<file path="src/rtl/ltc2308_pkg.sv">
// Shared types and constants for the LTC2308 responder model.
package ltc2308_pkg;

   localparam int DATA_BITS = 12;
   localparam int CHANNELS  = 8;
   localparam int CFG_BITS  = 6;

   // Config word layout, MSB first: S/D, O/S, S1, S0, UNI, SLP
   localparam logic [CFG_BITS-1:0] CFG_DEFAULT = 6'b100010;

   typedef enum logic [1:0] {
      IDLE    = 2'd0,
      CONVERT = 2'd1,
      SHIFT   = 2'd2
   } state_t;

   // {S1,S0,O/S} read as a binary number is the channel index (O/S picks odd channels).
   function automatic logic [2:0] cfg_to_channel(input logic [2:0] sel);
      return sel;
   endfunction

endpackage

</file>
<file path="src/rtl/ltc2308_emulator_pin_sync.sv">
// Multi-stage synchronizer for one SPI pin, with single-cycle rise/fall strobes.
module spi_pin_sync #(
   parameter int STAGES = 2
) (
   input  logic clk,
   input  logic reset_n,
   input  logic pin_i,
   output logic level_o,
   output logic rise_o,
   output logic fall_o
);

   logic [STAGES-1:0] sync_q;
   logic              prev_q;

   always_ff @(posedge clk) begin
      if (!reset_n) begin
         sync_q <= '0;
         prev_q <= 1'b0;
      end else begin
         sync_q <= {sync_q[STAGES-2:0], pin_i};
         prev_q <= sync_q[STAGES-1];
      end
   end

   assign level_o = sync_q[STAGES-1];
   assign rise_o  = sync_q[STAGES-1] & ~prev_q;
   assign fall_o  = ~sync_q[STAGES-1] & prev_q;

endmodule

</file>
<file path="src/rtl/ltc2308_emulator.sv">
// LTC2308 SPI ADC responder: answers CONVST/SCK/SDI and shifts out per-channel
// values taken from a parallel bus, oversampling the SPI pins on clk.
module ltc2308_emulator
   import ltc2308_pkg::*;
#(
   parameter int CONV_CYCLES = 130,
   parameter int SYNC_STAGES = 2
) (
   input  logic                           clk,
   input  logic                           reset_n,
   input  logic                           adc_convst,
   input  logic                           adc_sck,
   input  logic                           adc_sdi,
   output logic                           adc_sdo,
   input  logic [CHANNELS*DATA_BITS-1:0]  ch_data,
   output logic                           busy,
   output logic                           frame_done,
   output logic [CFG_BITS-1:0]            last_cfg,
   output logic                           cfg_error
);

   localparam int CW = $clog2(CONV_CYCLES + 1);

   state_t               state_q, state_d;
   logic [CW-1:0]        cnt_q, cnt_d;
   logic [DATA_BITS-1:0] res_q, res_d;
   logic                 sdo_q, sdo_d;
   logic [3:0]           bit_cnt_q, bit_cnt_d;
   logic [2:0]           rx_cnt_q, rx_cnt_d;
   logic [CFG_BITS-1:0]  cfg_shift_q, cfg_shift_d;
   logic [CFG_BITS-1:0]  last_cfg_q, last_cfg_d;
   logic                 cfg_err_q, cfg_err_d;
   logic                 fdone_q, fdone_d;

   logic convst_lvl, convst_rise, convst_fall;
   logic sck_lvl, sck_rise, sck_fall;
   logic sdi_lvl, sdi_rise, sdi_fall;
   logic sync_unused;

   spi_pin_sync #(.STAGES(SYNC_STAGES)) u_sync_convst (
      .clk(clk), .reset_n(reset_n), .pin_i(adc_convst),
      .level_o(convst_lvl), .rise_o(convst_rise), .fall_o(convst_fall)
   );
   spi_pin_sync #(.STAGES(SYNC_STAGES)) u_sync_sck (
      .clk(clk), .reset_n(reset_n), .pin_i(adc_sck),
      .level_o(sck_lvl), .rise_o(sck_rise), .fall_o(sck_fall)
   );
   spi_pin_sync #(.STAGES(SYNC_STAGES)) u_sync_sdi (
      .clk(clk), .reset_n(reset_n), .pin_i(adc_sdi),
      .level_o(sdi_lvl), .rise_o(sdi_rise), .fall_o(sdi_fall)
   );

   assign sync_unused = &{convst_lvl, convst_fall, sck_lvl, sdi_rise, sdi_fall};

   // A fully received config is committed on abort, so the restarted conversion uses it.
   logic [CFG_BITS-1:0]  conv_cfg;
   logic [2:0]           conv_ch;
   logic [DATA_BITS-1:0] conv_raw;
   logic [DATA_BITS-1:0] conv_result;

   always_comb begin
      conv_cfg = (state_q == SHIFT && rx_cnt_q == 3'd6) ? cfg_shift_q : last_cfg_q;
      conv_ch  = cfg_to_channel({conv_cfg[3], conv_cfg[2], conv_cfg[4]});
      conv_raw = ch_data[int'(conv_ch)*DATA_BITS +: DATA_BITS];
      if (!conv_cfg[5])
         conv_result = '0;
      else if (!conv_cfg[1])
         conv_result = conv_raw ^ 12'h800;
      else
         conv_result = conv_raw;
   end

   always_ff @(posedge clk) begin
      if (!reset_n) begin
         state_q     <= IDLE;
         cnt_q       <= '0;
         res_q       <= '0;
         sdo_q       <= 1'b0;
         bit_cnt_q   <= '0;
         rx_cnt_q    <= '0;
         cfg_shift_q <= '0;
         last_cfg_q  <= CFG_DEFAULT;
         cfg_err_q   <= 1'b0;
         fdone_q     <= 1'b0;
      end else begin
         state_q     <= state_d;
         cnt_q       <= cnt_d;
         res_q       <= res_d;
         sdo_q       <= sdo_d;
         bit_cnt_q   <= bit_cnt_d;
         rx_cnt_q    <= rx_cnt_d;
         cfg_shift_q <= cfg_shift_d;
         last_cfg_q  <= last_cfg_d;
         cfg_err_q   <= cfg_err_d;
         fdone_q     <= fdone_d;
      end
   end

   always_comb begin
      state_d     = state_q;
      cnt_d       = cnt_q;
      res_d       = res_q;
      sdo_d       = sdo_q;
      bit_cnt_d   = bit_cnt_q;
      rx_cnt_d    = rx_cnt_q;
      cfg_shift_d = cfg_shift_q;
      last_cfg_d  = last_cfg_q;
      cfg_err_d   = cfg_err_q;
      fdone_d     = 1'b0;

      case (state_q)
         IDLE: begin
            sdo_d = 1'b0;
            if (convst_rise) begin
               res_d   = conv_result;
               cnt_d   = CW'(CONV_CYCLES - 1);
               state_d = CONVERT;
            end
         end
         CONVERT: begin
            sdo_d = 1'b0;
            if (cnt_q == '0) begin
               state_d   = SHIFT;
               sdo_d     = res_q[DATA_BITS-1];
               bit_cnt_d = '0;
               rx_cnt_d  = '0;
            end else begin
               cnt_d = cnt_q - 1'b1;
            end
         end
         SHIFT: begin
            if (convst_rise) begin
               if (rx_cnt_q == 3'd6)
                  last_cfg_d = cfg_shift_q;
               res_d   = conv_result;
               cnt_d   = CW'(CONV_CYCLES - 1);
               sdo_d   = 1'b0;
               state_d = CONVERT;
            end else if (sck_rise) begin
               if (rx_cnt_q < 3'd6) begin
                  cfg_shift_d = {cfg_shift_q[CFG_BITS-2:0], sdi_lvl};
                  rx_cnt_d    = rx_cnt_q + 1'b1;
               end
               bit_cnt_d = bit_cnt_q + 1'b1;
               // Twelfth rise: the full config word is already in cfg_shift_q.
               if (bit_cnt_q == 4'd11) begin
                  fdone_d    = 1'b1;
                  last_cfg_d = cfg_shift_q;
                  cfg_err_d  = cfg_err_q | ~cfg_shift_q[5];
                  sdo_d      = 1'b0;
                  state_d    = IDLE;
               end
            end else if (sck_fall) begin
               sdo_d = res_q[DATA_BITS-2];
               res_d = {res_q[DATA_BITS-2:0], 1'b0};
            end
         end
         default: state_d = IDLE;
      endcase
   end

   assign adc_sdo    = sdo_q;
   assign busy       = (state_q == CONVERT);
   assign frame_done = fdone_q;
   assign last_cfg   = last_cfg_q;
   assign cfg_error  = cfg_err_q;

endmodule

</file>
<file path="config.mk">
export PLATFORM = sky130hd
export DESIGN_NAME = ltc2308_emulator
export DESIGN_NICKNAME = d
export VERILOG_FILES = /design/src/rtl/ltc2308_pkg.sv /design/src/rtl/ltc2308_emulator_pin_sync.sv /design/src/rtl/ltc2308_emulator.sv
export SDC_FILE = /design/constraint.sdc
export NUM_CORES = 1
export LEC_CHECK = 0
export BUFFER_PORTS_ARGS = -buffer_cell sky130_fd_sc_hd__buf_4
export CAP_MARGIN = 5
export CELL_PAD_IN_SITES_DETAIL_PLACEMENT = 1
export CELL_PAD_IN_SITES_GLOBAL_PLACEMENT = 1
export CORE_ASPECT_RATIO = 1.1
export CORE_MARGIN = 2
export CORE_UTILIZATION = 39
export DETAILED_ROUTE_END_ITERATION = 10
export GPL_TIMING_DRIVEN = 0
export PLACE_DENSITY_LB_ADDON = 0.1
export SLEW_MARGIN = 20
export SYNTH_ARGS = -nofsm -noshare
export SYNTH_HDL_FRONTEND = slang
export SYNTH_HIERARCHICAL = 1
export SYNTH_SLANG_ARGS = --single-unit
</file>
<file path="constraint.sdc">
create_clock -name clk -period 2.61 [get_ports clk]
set_input_delay 0.522 -clock clk [delete_from_list [all_inputs] [get_ports clk]]
set_output_delay 0.522 -clock clk [all_outputs]
set_load 0.05 [all_outputs]
</file>
## After elaboration in Yosys (flattened, before gate mapping)

Cells that the tools add are included.

| storage, ports and cells | value |
|---|---|
| word-level logic and storage cells | 109 |
| flip-flop bits (word level) | 52 |
| output and inout port bits | 10 |

| operators by class | value |
|---|---|
| add/sub/neg operators | 3 |
| bitwise gates (word level) | 13 |
| mux-type cells | 37 |
| shifts and indexed selects | 1 |
| order comparisons | 1 |
| multiply operators | 1 |
| reductions and logical operators | 20 |
| eq/ne operators | 18 |

Operators by type and width:

| operator | count |
|---|---|
| 96-bit by 8-bit variable part select with 12-bit output | 1 |
| 12-bit two-way mux | 6 |
| 6-bit two-way mux | 5 |
| 12-bit one-hot mux with 2 select lines | 1 |
| 4-bit AND reduction | 6 |
| 8-bit two-way mux | 2 |
| 8-bit one-hot mux with 2 select lines | 1 |
| 3-bit two-way mux | 4 |
| 4-bit two-way mux | 3 |
| 2-bit two-way mux | 5 |
| 2-bit nonzero test | 5 |
| 3-bit != test, second input constant | 3 |
| 1-bit NOT | 9 |
| 8-bit zero test | 1 |
| 2-bit by 1-bit != test with 1-bit output, second input constant | 4 |
| 2-bit != test, second input constant | 4 |
| 4-bit one-hot mux with 2 select lines | 1 |
| 8-bit by 1-bit subtractor with 8-bit output, second input constant | 1 |
| 1-bit two-way mux | 6 |
| 2-bit one-hot mux with 3 select lines | 1 |
| 3-bit one-hot mux with 2 select lines | 1 |
| 3-bit AND reduction | 2 |
| 3-bit by 2-bit multiplier with 5-bit output, second input constant | 1 |
| 5-bit AND reduction | 1 |
| other kinds (18) | 20 |

## Logic depth before layout (Yosys ltp)

Gate-level depths: netlist of the first run.

| depth | value |
|---|---|
| word-level depth | 10 |
| mapped depth | 9 |

## Modules after synthesis

The synthesis of the first run kept the hierarchy.

By module, submodules not included:

| module | cells each | instances | area an instance (um^2) | seq. area each (um^2) |
|---|---|---|---|---|
| ltc2308_emulator | 459 | 1 | 3,744.8 | 880.8 |
| spi_pin_sync | 8 | 3 | 91.3 | 60.1 |

## Least setup slack after synthesis of the first run

No wires, ideal clock.

| timing | value |
|---|---|
| path kind | flip-flop to flip-flop |
| from | register last_cfg_q[4], in the netlist last_cfg[4] |
| to | register res_q[1] |
| setup time | 0.074 ns |
| period minus slack after synthesis | 2.129 ns |
| setup slack | 0.481 ns |
| required time | 2.536 ns |
| arrival time | 2.055 ns |
| stages on the path, launching flop included | 7 |
| cells stage by stage | dfxtp_1 -> buf_2 -> clkbuf_1 -> clkbuf_1 -> a31oi_1 -> a221o_1 -> a31oi_1 |

| between the ends | value |
|---|---|
| cells in the longest elaborated chain, start to end | 7 |
| elaborated cells between the ends (all ways) | 8 |

Ends and longest elaborated chain:

| what | RTL line | RTL |
|---|---|---|
| start, declared | ltc2308_emulator.sv:31 | `logic [CFG_BITS-1:0] last_cfg_q, last_cfg_d;` |
| start signal, assigned | ltc2308_emulator.sv:93 | `last_cfg_q <= last_cfg_d;` |
| 6-bit two-way mux (*) | ltc2308_emulator.sv:62 | `conv_cfg = (state_q == SHIFT && rx_cnt_q == 3'd6) ? cfg_shift_q : last_cfg_q;` |
| 3-bit by 2-bit multiplier with 5-bit output (*) | ltc2308_emulator.sv:64 | `conv_raw = ch_data[int'(conv_ch)*DATA_BITS +: DATA_BITS];` |
| 96-bit by 8-bit variable part select with 12-bit output (*) | ltc2308_emulator.sv:64 |  |
| 12-bit two-way mux (*) | ltc2308_emulator.sv:67 | `else if (!conv_cfg[1])` |
| 12-bit two-way mux (*) | ltc2308_emulator.sv:65 | `if (!conv_cfg[5])` |
| 12-bit two-way mux (on tied branches) | ltc2308_emulator.sv:132, ltc2308_emulator.sv:114 |  |
| 12-bit one-hot mux with 2 select lines (*) | ltc2308_emulator.sv:111 | `case (state_q)` |
| end signal, assigned | ltc2308_emulator.sv:88 | `res_q <= res_d;` |
| end, declared | ltc2308_emulator.sv:26 | `logic [DATA_BITS-1:0] res_q, res_d;` |

Every way passes the cells marked *; elsewhere a longest branch is shown, timed or not. The select of a mux whose other input is x is not followed.
A chain may end at the register's enable or synchronous reset.

## Worst setup path after layout of the first run

| timing | value |
|---|---|
| from | register state_q[0] |
| to | register res_q[6] |

| between the ends | value |
|---|---|
| cells in the longest elaborated chain, start to end | 9 |
| elaborated cells between the ends (all ways) | 16 |

Ends and longest elaborated chain:

| what | RTL line | RTL |
|---|---|---|
| start, declared | ltc2308_emulator.sv:24 | `state_t state_q, state_d;` |
| start signal, assigned | ltc2308_emulator.sv:86 | `state_q <= state_d;` |
| 2-bit equality test | ltc2308_emulator.sv:62, ltc2308_emulator.sv:111 |  |
| 1-bit logical AND | ltc2308_emulator.sv:62 |  |
| 6-bit two-way mux | ltc2308_emulator.sv:62 |  |
| 3-bit by 2-bit multiplier with 5-bit output | ltc2308_emulator.sv:64 |  |
| 96-bit by 8-bit variable part select with 12-bit output | ltc2308_emulator.sv:64 |  |
| 12-bit two-way mux | ltc2308_emulator.sv:67 |  |
| 12-bit two-way mux | ltc2308_emulator.sv:65 |  |
| 12-bit two-way mux (on tied branches) | ltc2308_emulator.sv:132, ltc2308_emulator.sv:114 |  |
| 12-bit one-hot mux with 2 select lines | ltc2308_emulator.sv:111 |  |

Several ways; a longest one is shown, not always the timed one. The select of a mux whose other input is x is not followed.

==> results by group, run 1 <==
Status
  – Status: finished clean

Detailed routing
  – Wire per inst: 19.70 um
  – Final wirelength: 14.10 mm
  – Drt drc: 0
  – Initial DRT Pass Iterations: 4
  – DR vias/cell: 5.845
  – Routed Antenna Nets: 0
  – Initial DRC Count: 129
  – Via Count: 4185

Place
  – Dpl cells: 708
  – Placed Instance Area: 0.004950 sq mm
  – GPL Wtd Cong: 0.8498
  – Buffers on Ports: 110
  – Post-detail-place hpwl: 10.94 mm

Yosys
  – Syn Area/Cell: 8.313 sq um
  – Netlist Area Pre-Place: 0.003974 sq mm
  – Yosys warnings: 6
  – Syn_nets: 588
  – Cells after synthesis: 478

Floorplan
  – Die Area: 0.01101 sq mm
  – Die X-Extent: 100.2 um
  – Starting Density: 0.4018
  – I/O Pins: 111
  – # rows: 38
  – Core Region: 0.009889 sq mm
  – Die height: 109.9 um

Worst setup path
  – CP Launch Point: state_q[0]$_SDFFE_PN0P_
  – WP buf/inv: 3
  – CP top delay family: buffers and inverters
  – Kind of critical path: reg2reg
  – CP cell instances: inv_1 > ha_1 > buf_2 > nand3_4 > clkbuf_1 > a31oi_1 > a221o_1 > a31oi_1
  – Required time of the critical path: 2850 ps
  – Element type at the critical path end: flip-flop
  – CP Launch Type: flip-flop
  – Most frequent CP cell: a31oi_1
  – CP max stage cell: clkbuf_1
  – Worst Path Max Fanout: 10
  – CP max stage delay: 540 ps
  – Reg-to-reg startpoint: state_q[0]$_SDFFE_PN0P_
  – Critical path arrival: 2680 ps

GRT
  – Remaining Overflow, GRT: 0
  – Initial antenna violation count: 0
  – First-pass GRT wire length: 22.00 mm
  – Tot GR Track Use: 0.2540
  – Vias in the first global route: 4444
  – Largest net degree at the start of global routing: 17

Layout
  – Final instance area: 0.005094 sq mm
  – Post-Layout Cell Count: 716
  – N_diodes: 0
  – Final core utilization: 0.5151
  – Register Area: 0.001041 sq mm
  – Area of the multi-input gates: 0.002776 sq mm
  – Fillcell total: 1266
  – Layout cell share with drive strength beyond 1: 0.2651
  – Layout Nets: 705
  – P&R area growth vs syn: 28.18%

CTS
  – Num CTS Buffers: 5
  – Hold buffer count at cts: 0
  – H-tree Lvls: 2
  – Clk Latency, worst-skew pair: 310 ps
  – Resized Gates After CTS: 1
  – Clock-pin slew on the worst setup and hold paths: 100 ps
  – Clock Sinks: 52
  – Longest Clk Path Bufs: 2
  – CTS tree: yes
  – Setup bufs post-CTS: 0
  – Root buffer cell: clkbuf_8

Timing
  – Worst-Margin Slew: 668.9 ps
  – Final hold vios: 0
  – Final Cycle Share: 0.9334
  – Max Clock Skew: 3.652 ps
  – RSZ-0062 raised after global routing: no
  – F_max: 410.5 MHz
  – Slew margin rel.: 0.5541
  – Hold slack: 401.9 ps
  – Min Tclk post-route: 2436 ps
  – Final Max Tran Viols: 0
  – Final setup vio count: 0

Flow run
  – MaxCap Viol Count: 0

Hold path
  – Worst Hold Class: in2reg
  – Worst Hold Launch: adc_sdi

Power
  – Maximum vdd ir drop: 0.3585 mV
  – Pwr dens: 479.5 mW/mm^2
  – Leakage power: 2.039 nW
## stage by stage
stage | setup TNS (ps) | power, W | worst slack, ps
after global routing | 0 | 0.002592 | 8.402
after detailed placement | -916.2 | 0.001882 | -156.4
after floorplan | 0 | 0.001554 | 480.8
after global placement | -257.0 | 0.001839 | -54.27
final | 0 | 0.002442 | 173.8
after CTS | 0 | 0.002451 | 5.781
## path summary, 6_finish.rpt
kind,to,slack (ps),cells after the start
max,res_q[6]$_SDFFE_PN0P_,170,8
min,u_sync_sdi/sync_q[0]$_SDFF_PN0_,400,2
max reg2reg,res_q[6]$_SDFFE_PN0P_,170,8
min reg2reg,u_sync_convst/sync_q[1]$_SDFF_PN0_,440,1
## sequential cells by signal, summed over array words and instances (netlist names), 2 cells and up
name	flops
res_q	12
cnt_q	8
cfg_shift_q	6
last_cfg	6
bit_cnt_q	4
rx_cnt_q	3
state_q	2
u_sync_convst/sync_q	2
u_sync_sck/sync_q	2
u_sync_sdi/sync_q	2
## area by class of cell
type	count	area share
well taps	120	0.02948
plain buffers	37	0.03267
multi-input cells	383	0.5451
clock buffers	5	0.01351
inverters	6	0.004422
flip-flops and latches	52	0.2044
clock inverters	3	0.008352
repair buffers	110	0.1621
## per-layer routing
metal  global-route usage  wire length, um  vias up  part of all wire
met5                    0                0        -                 0
met4              0.08023              260        0             0.018
met3              0.02670              517       19             0.037
met2               0.4995             7556      104              0.54
met1               0.2834             5768     2041              0.41
li1                     -                -     2021                 -
## power breakdown
| group | leakage, nW | internal (W) | switching (W) |
|---|---|---|---|
| Sequential | 0.423 | 0.000871 | 0.0000727 |
| Combinational | 1.56 | 0.000400 | 0.000531 |
| Clock | 0.0541 | 0.000284 | 0.000284 |
| Total | 2.04 | 0.00155 | 0.000888 |
## cells in the final DEF (no fill, tap or decap), types with 4 or more instances in the layout
cell type and n:
nand3b_1 4, nor3b_1 11, ha_1 9, clkbuf_1 21, a21oi_1 28, mux2i_1 68, buf_2 10, dfxtp_1 52
buf_4 112, mux4_2 4, nor2_1 20, a211o_1 11, a21boi_0 6, mux2_2 12, a221oi_1 9, nor2b_1 14
inv_1 6, nand2_1 52, nand3_1 15, clkbuf_8 5, and2_1 9, nor3_1 4, o21ai_1 8, o211ai_1 8
o21ai_0 24, a221o_1 9, a31oi_1 20
No activity file was read; power rests on OpenSTA's default activity.
==> inputs of run 2 (changes only) <==
--- a/config.mk
+++ b/config.mk
@@ -5,13 +5,14 @@
 export SDC_FILE = /design/constraint.sdc
 export NUM_CORES = 1
 export LEC_CHECK = 0
+export ABC_AREA = 1
 export BUFFER_PORTS_ARGS = -buffer_cell sky130_fd_sc_hd__buf_4
 export CAP_MARGIN = 5
 export CELL_PAD_IN_SITES_DETAIL_PLACEMENT = 1
 export CELL_PAD_IN_SITES_GLOBAL_PLACEMENT = 1
 export CORE_ASPECT_RATIO = 1.1
 export CORE_MARGIN = 2
-export CORE_UTILIZATION = 39
+export CORE_UTILIZATION = 36
 export DETAILED_ROUTE_END_ITERATION = 10
 export GPL_TIMING_DRIVEN = 0
 export PLACE_DENSITY_LB_ADDON = 0.1
==> results by group, run 2 <==
Place
  – GPL Wtd Cong: 0.8155 (-4.0%)
  – Dpl cells: 741 (+4.7%)
  – Place WS: 231.5 ps (+387.9 ps)
  – Buffers on Ports: 110 (unchanged)
  – Post-detail-place hpwl: 9.454 mm (-14%)

Power
  – Maximum vdd ir drop: 0.3155 mV (-12%)
  – Leakage power: 2.166 nW (+6.2%)
  – Pwr dens: 567.3 mW/mm^2 (+18%)

Layout
  – Max reg flops: 12 (unchanged)
  – Post-Layout Cell Count: 749 (+4.6%)
  – N_diodes: 0 (unchanged)
  – Layout cell share with drive strength beyond 1: 0.2911 (+0.02604)
  – Top Registers: res_q x12, cnt_q x8
  – Layout Nets: 741 (+5.1%)
  – Largest Register: res_q
  – Most common cell after layout, fill and taps aside: buf_4
  – Register Area: 0.001041 sq mm (unchanged)
  – Most frequent cells in the layout: 114 x buf_4, 89 x nand2_1, 59 x inv_1, 56 x a21oi_1, 52 x dfxtp_1
  – Fillcell total: 1279 (+1.0%)
  – Area of the multi-input gates: 0.002053 sq mm (-26%)
  – P&R area growth vs syn: 30.38%

Timing
  – Slew margin rel.: 0.6640 (+0.1100)
  – RSZ-0062 raised after global routing: no
  – Worst-Margin Slew: 504.0 ps (-165.0 ps)
  – Final Cycle Share: 0.8619 (-0.07150)
  – Final Max Tran Viols: 0 (unchanged)
  – Post-Route Setup TNS: 0 ps (unchanged)
  – Final worst setup slack: 360.4 ps (+186.6 ps)
  – Final hold vios: 0 (unchanged)
  – Final setup vio count: 0 (unchanged)
  – Max Clock Skew: 10.11 ps (+6.463 ps)
  – F_max: 444.5 MHz (+8.3%)
  – Min Tclk post-route: 2250 ps (-186.6 ps)

CTS
  – Hold buffer count at cts: 0 (unchanged)
  – H-tree Lvls: 2 (unchanged)
  – Longest Clk Path Bufs: 2 (unchanged)
  – Num CTS Buffers: 5 (unchanged)
  – Root buffer cell: clkbuf_8
  – Clk Latency, worst-skew pair: 310 ps (about the same)
  – Clock Sinks: 52 (unchanged)
  – CTS tree: yes
  – Clock-pin slew on the worst setup and hold paths: 110 ps (about the same)

Floorplan
  – # rows: 37 (-2.6%)
  – Die X-Extent: 98.36 um (-1.9%)
  – Die height: 107.8 um (-1.9%)
  – Starting Density: 0.3733 (-0.02848)
  – Die Area: 0.01060 sq mm (-3.7%)
  – I/O Pins: 111 (unchanged)
  – Core Region: 0.009444 sq mm (-4.5%)

Status
  – Status: finished clean

Detailed routing
  – Drt drc: 0 (unchanged)
  – DR vias/cell: 5.194 (-11%)
  – Wire per inst: 15.96 um (-19%)
  – Routed Antenna Nets: 0 (unchanged)
  – Initial DRT Pass Iterations: 4 (unchanged)
  – Final wirelength: 11.96 mm (-15%)
  – Initial DRC Count: 107 (-17%)
  – Via Count: 3890 (-7.0%)

Worst setup path
  – CP Launch Type: flip-flop
  – Critical path arrival: 2460 ps (-220 ps)
  – Worst reg-to-reg setup slack: 360 ps (+190 ps)
  – Required time of the critical path: 2820 ps (-30 ps)
  – Element type at the critical path end: flip-flop
  – Kind of critical path: reg2reg
  – Worst Path Max Fanout: 10 (unchanged)

Hold path
  – Worst Hold Class: in2reg

Yosys
  – Netlist Area Pre-Place: 0.003526 sq mm (-11%)
  – Yosys warnings: 6 (unchanged)
  – Syn_nets: 624 (+6.1%)
  – Cells after synthesis: 514 (+7.5%)
  – Syn Area/Cell: 6.860 sq um (-17%)

GRT
  – Initial antenna violation count: 0 (unchanged)
  – Largest net degree at the start of global routing: 19 (+2)
  – First-pass GRT wire length: 19.69 mm (-11%)
  – Vias in the first global route: 4097 (-7.8%)
  – Tot GR Track Use: 0.2292 (-0.02480)
  – Remaining Overflow, GRT: 0 (unchanged)

Flow run
  – MaxCap Viol Count: 0 (unchanged)
[run 2: layout make-up]
| cell class | count | area share |
|---|---|---|
| multi-input combinational | 376 | 0.4467 |
| sequential | 52 | 0.2265 |
| timing repair buffer | 110 | 0.1796 |
| inverter | 62 | 0.05117 |
| buffer | 24 | 0.04355 |
| tap | 117 | 0.03185 |
| clock buffer | 5 | 0.01497 |
| clock inverter | 3 | 0.005716 |
[run 2: worst max-delay path: stages, from the launching register on]
cell and delay [ps]:
dfxtp_1 410, inv_1 100, ha_1 230, inv_1 180
nor2_2 90, inv_1 190, nor2_1 60, nor2_1 260
inv_1 100, clkbuf_1 240, a21oi_1 230, a21oi_2 80
[run 2: worst paths after layout]
check / from / endpoint / depth (start not counted)
worst max-delay path: state_q[0]$_SDFFE_PN0P_ / res_q[10]$_SDFFE_PN0P_ / 11
worst min-delay path: adc_convst / u_sync_convst/sync_q[0]$_SDFF_PN0_ / 3
worst max register to register: state_q[0]$_SDFFE_PN0P_ / res_q[10]$_SDFFE_PN0P_ / 11
worst min register to register: u_sync_sck/sync_q[0]$_SDFF_PN0_ / u_sync_sck/sync_q[1]$_SDFF_PN0_ / 2
[run 2: routing by layer]
layer,global-route usage,up-vias,routed length [um]
li1,-,1932,-
met1,0.2648,1850,5051
met2,0.4393,85,6194
met3,0.02922,23,431
met4,0.06360,0,278
met5,0,-,0
[run 2: power breakdown]
part | internal (W) | total, W | switching [W]
Combinational | 0.000414 | 0.00106 | 0.000650
Sequential | 0.000951 | 0.00105 | 0.0000969
Clock | 0.000196 | 0.000495 | 0.000299
[run 2: through the flow]
stage	hold slack (ps)	util	power, W	area, sq um
after detailed placement	405.7	0.4763	0.002128	4498
after global placement	398.4	0.4763	0.002081	4498
after floorplan	390.0	-	0.001769	3526
after global routing	378.1	0.4868	0.002811	4597
final	379.4	0.4868	0.002608	4597
after CTS	374.5	0.4864	0.002633	4593
[run 2: timing repair]
action | CTS | global route
resized for setup | 0 | 1
setup endpoints to repair | 0 | 1
buffers inserted | 0 | 0
